**src/rtl/mux_scan_ctrl.sv**
```systemverilog
// mux_scan_ctrl
//
// Round-robin scan controller that drives the select lines of a downstream
// 4:1 sample mux. Requesting channels are granted in turn. Each grant lasts
// (dwell + 1) accepted transfers, and an idle bubble always separates two
// grants. Every output comes straight from a flop.
//
// Parameters
//   DWELL_W  width of the dwell input and the internal transfer counter (1..8)
//
// Ports
//   clk      input   rising-edge clock
//   rst_n    input   asynchronous active-low reset
//   req      input   [3:0] per-channel service request (bit k = channel k)
//   dwell    input   [DWELL_W-1:0] transfers per grant minus one, sampled at grant start
//   ready    input   downstream accepts the selected sample this cycle
//   lock     input   hold the current grant (only with SCAN_LOCK_EN defined)
//   s1       output  select bit 0 to the downstream mux
//   s2       output  select bit 1 to the downstream mux
//   gnt      output  [3:0] one-hot grant, zero while not valid
//   valid    output  selection is active
//   last     output  final transfer cycle of the current grant
//
// Build option
//   SCAN_LOCK_EN  when defined, adds the lock input. While lock is high the
//                 grant neither completes nor aborts and the counter is held.

module mux_scan_ctrl #(
    parameter int DWELL_W = 4
) (
    input  logic               clk,
    input  logic               rst_n,
    input  logic [3:0]         req,
    input  logic [DWELL_W-1:0] dwell,
    input  logic               ready,
`ifdef SCAN_LOCK_EN
    input  logic               lock,
`endif
    output logic               s1,
    output logic               s2,
    output logic [3:0]         gnt,
    output logic               valid,
    output logic               last
);

    typedef enum logic {
        IDLE = 1'b0,
        HOLD = 1'b1
    } state_t;

    state_t             state_q, state_d;
    logic [DWELL_W-1:0] count_q, count_d;
    logic [1:0]         ptr_q, ptr_d;
    logic [1:0]         sel_q, sel_d;
    logic [3:0]         gnt_q, gnt_d;
    logic               valid_q, valid_d;
    logic               last_q, last_d;

    logic               lockActive;
    logic [1:0]         candIdx;
    logic [1:0]         pickIdx;
    logic               pickFound;

    // Without the lock option the hold condition is tied off, so the
    // HOLD logic below is identical in both builds.
`ifdef SCAN_LOCK_EN
    assign lockActive = lock;
`else
    assign lockActive = 1'b0;
`endif

    // Round-robin search. It starts one past the last granted channel and
    // ends on that channel itself. The pointer therefore resets to 3, so
    // the first search after reset begins at channel 0.
    always_comb begin
        candIdx   = ptr_q;
        pickIdx   = ptr_q;
        pickFound = 1'b0;
        for (int i = 1; i <= 4; i++) begin
            candIdx = ptr_q + 2'(i);
            if (!pickFound && req[candIdx]) begin
                pickIdx   = candIdx;
                pickFound = 1'b1;
            end
        end
    end

    // Next-state logic. IDLE starts a grant and loads the dwell count.
    // In HOLD each accepted transfer decrements the counter, which stops
    // at zero. The grant finishes on the transfer that finds the counter
    // at zero, or earlier if the granted channel withdraws its request.
    // Either way, ptr records the channel just served. The outputs are
    // computed from the next state so that each one can be registered.
    always_comb begin
        state_d = state_q;
        count_d = count_q;
        ptr_d   = ptr_q;
        sel_d   = sel_q;

        case (state_q)
            IDLE: begin
                if (pickFound) begin
                    sel_d   = pickIdx;
                    count_d = dwell;
                    state_d = HOLD;
                end
            end
            HOLD: begin
                if (!lockActive) begin
                    if (ready && (count_q != '0)) begin
                        count_d = count_q - DWELL_W'(1);
                    end
                    if (!req[sel_q] || (ready && (count_q == '0))) begin
                        state_d = IDLE;
                        ptr_d   = sel_q;
                    end
                end
            end
            default: begin
                state_d = IDLE;
            end
        endcase

        valid_d = (state_d == HOLD);
        gnt_d   = valid_d ? (4'b0001 << sel_d) : 4'b0000;
        last_d  = valid_d && (count_d == '0);
    end

    // State and output registers. The asynchronous reset clears the
    // visible outputs at once, without waiting for a clock edge.
    always_ff @(posedge clk or negedge rst_n) begin
        if (!rst_n) begin
            state_q <= IDLE;
            count_q <= '0;
            ptr_q   <= 2'd3;
            sel_q   <= 2'd0;
            gnt_q   <= 4'b0000;
            valid_q <= 1'b0;
            last_q  <= 1'b0;
        end else begin
            state_q <= state_d;
            count_q <= count_d;
            ptr_q   <= ptr_d;
            sel_q   <= sel_d;
            gnt_q   <= gnt_d;
            valid_q <= valid_d;
            last_q  <= last_d;
        end
    end

    assign s1    = sel_q[0];
    assign s2    = sel_q[1];
    assign gnt   = gnt_q;
    assign valid = valid_q;
    assign last  = last_q;

endmodule

```
**config.mk**
```make
export PLATFORM = sky130hd
export DESIGN_NAME = mux_scan_ctrl
export DESIGN_NICKNAME = d
export VERILOG_FILES = /design/src/rtl/mux_scan_ctrl.sv
export SDC_FILE = /design/constraint.sdc
export NUM_CORES = 1
export LEC_CHECK = 0
export BUFFER_PORTS_ARGS = -buffer_cell sky130_fd_sc_hd__buf_2
export CAP_MARGIN = 10
export CORE_ASPECT_RATIO = 1.1
export CORE_UTILIZATION = 54
export DETAILED_ROUTE_END_ITERATION = 8
export PLACE_DENSITY = 0.89
export SYNTH_ARGS = -nofsm -noshare
export SYNTH_HDL_FRONTEND = slang
export SYNTH_SLANG_ARGS = --single-unit
```
**constraint.sdc**
```tcl
create_clock -name clk -period 3.9 [get_ports clk]
set_input_delay 0.585 -clock clk [delete_from_list [all_inputs] [get_ports clk]]
set_output_delay 0.585 -clock clk [all_outputs]
set_load 0.1 [all_outputs]
```
==> results_dict.tcl <==
set metrics [dict create \
    io_pins 19 \
    grt_use_total_pct 25.3 \
    crit_arrival_ns 2.22 \
    async_reset_ff_share_pct 100 \
    syn_area_um2 786 \
    ys_top_cells_by_area "dfrtp_1 (38%), dfstp_2 (6.7%), a221oi_1 (3.3%), nand2b_1 (3.2%), a21boi_0 (2.9%)" \
    place_area_um2 891 \
    reg2reg_to "gnt[3]" \
    rows 14 \
    synthTopCellsByCount "dfrtp_1 (12), inv_1 (6)" \
    outcome "completed" \
    grt_use_met3_pct 5.32 \
    r2r_slack_ns 1.85 \
    first_pass_iters 5 \
    met2_usage_pct 40.0 \
    rsz0062_at_grt "false" \
    drt_iter0_markers 12 \
    fin_nets 110 \
    clk_pin_slew_worst_paths_ns 0.08 \
    cts_buffer_depth 2 \
    wire_per_inst_um 14.8 \
    yosys.area.top_type "dfrtp_1" \
    die_area_um2 1610 \
    fmax_mhz 488 \
    cts_root_buf "clkbuf_4" \
    grt_use_met1_pct 34.6 \
    portBuffers 18 \
    post_cts_resized 0 \
    netlist_instances 76 \
    fin_crit_sh_pct 52.6 \
    area_delta_synth_final_pct 16.7 \
    ys_types 33 \
    placeableCoreArea_um2 1370 \
    hold_violations 0 \
    drt_wl_total_um 1670 \
    setup_viol 0 \
    drv_slew 0 \
    dp_hpwl_um 1290 \
    final_area_um2 917 \
    antenna_found_initial 0 \
    h-tree-depth 1 \
    grt_pass1_wl_um 2860 \
    cp-start-kind "flop" \
    cts_tree "built" \
    synth.top_cell.area_share_pct 38.2 \
    synth.net_count 88 \
    clock_latency_ns 0.27 \
    synth-seq-cells 14 \
    finalCriticalPeriod_ns 2.05 \
    crit_fanout 5 \
    maxCapViolCount 0 \
    slew_headroom_pct 67.8 \
    required_ns 4.06 \
    synth_edf_count 0 \
    crit_type "reg2reg" \
    cp-startpoint "count_q[0]" \
    fin_tns_setup_ns 0 \
    worst_hold_path_type "in2async" \
    gp_congestion 0.970 \
    grt_pass1_vias 657 \
    vias 691 \
    gr-total-overflow 0 \
    diodes 0 \
    r2r_start "count_q[0]" \
    endpoint_kind "flop" \
    postCtsSetupRepairBufs 0 \
    critPathCapture "gnt[3]" \
    synth_ff_type "dfrtp_1" \
    ant_nets 0 \
    synth_most_common_cell "dfrtp_1" \
    drc 0 \
    worst_pin_slew_ns 0.477 \
    ys_seq_area_share_pct 44.9 \
    avgSynthCellArea_um2 10.3 \
    layout-drive-gt1-share_pct 32.0 \
    start_util_pct 57.5 \
    die_w_um 38.4 \
    finalClockSkew_ns 0.00434 \
    vias_per_cell 6.12 \
    ys_warn_count 0 \
    whs_ns 0.184 \
    gr-max-usage-layer "met2" \
    grt_max_degree 15 \
    hold_buffers 0 \
    die_height_um 42.0 \
    ff2ff_path_depth 6 \
    cts_sinks 14 \
    numCtsBuffers 3 \
]
## logic make-up (layout without fill, tap and decap cells)
family	Yosys count	after routing	share of synthesized area, %
and+or+nand+nor	32	32	24.7
AOI/OAI and AO/OA	19	19	19.6
DFF	14	14	44.9
buffers and inverters	7	28	3.50
muxes	3	3	5.73
adders and majority gates	1	1	1.59
## registers in the layout, indices dropped and copies added (netlist names)
register,cells
count_q,4
sel_q,2
ptr_q,2
gnt,4
last,1
valid,1
## critical path, cell delays in order, from the launching register on
cell and delay (ns):
dfrtp_1 0.41, inv_1 0.09, ha_1 0.22, nor3b_1 0.41
a21boi_0 0.23, a21oi_1 0.36, and3b_1 0.22
## through the flow
stage / std cells / utilization, % / setup WS [ns]
6_report: 113 / 67.1 / 1.85
5_1_grt: 113 / 67.1 / 1.68
4_1_cts: 113 / 67.1 / 1.86
3_5_place_dp: 109 / 65.2 / 1.70
3_3_place_gp: 109 / 65.2 / 1.76
2_1_floorplan: 76 / - / 1.60
## layout by cell type, fill, tap and decap left out, types with 2 or more instances in the layout
cell type	n
and2_1	2
o211ai_1	2
o21ai_0	2
nor3_1	4
dfstp_2	2
a21oi_1	3
a221oi_1	3
nand2_1	4
or3_1	2
clkbuf_4	3
mux2_2	2
nand2b_1	4
nand3_1	2
a21boi_0	3
nor2_1	4
buf_2	18
inv_1	6
nor3b_1	3
dfrtp_1	12
## per-layer routing
layer,wire (µm),part of all wire [%]
met3,43,2.6
met2,893,54
met1,729,44
met4,2,0.12
met5,0,0
## area by class of cell
cell class                      count  area (µm²)
Multi-Input combinational cell     55         405
Tap cell                           16        20.0
Fill cell                         112         449
Sequential cell                    14         353
Timing Repair Buffer               18        90.1
Clock buffer                        4        26.3
Inverter                            6        22.5
## how the worst min path moves through the flow
stage                      from         end
after floorplan           rst_n  count_q[0]
after global placement    rst_n      gnt[1]
after detailed placement  rst_n      gnt[1]
after CTS                 rst_n      gnt[1]
after global routing      rst_n      gnt[1]
final                     rst_n      gnt[1]
Power is left out: the tool's default activity adds up to more than one toggle a clock period on the data nets, which glitch-free logic cannot reach.
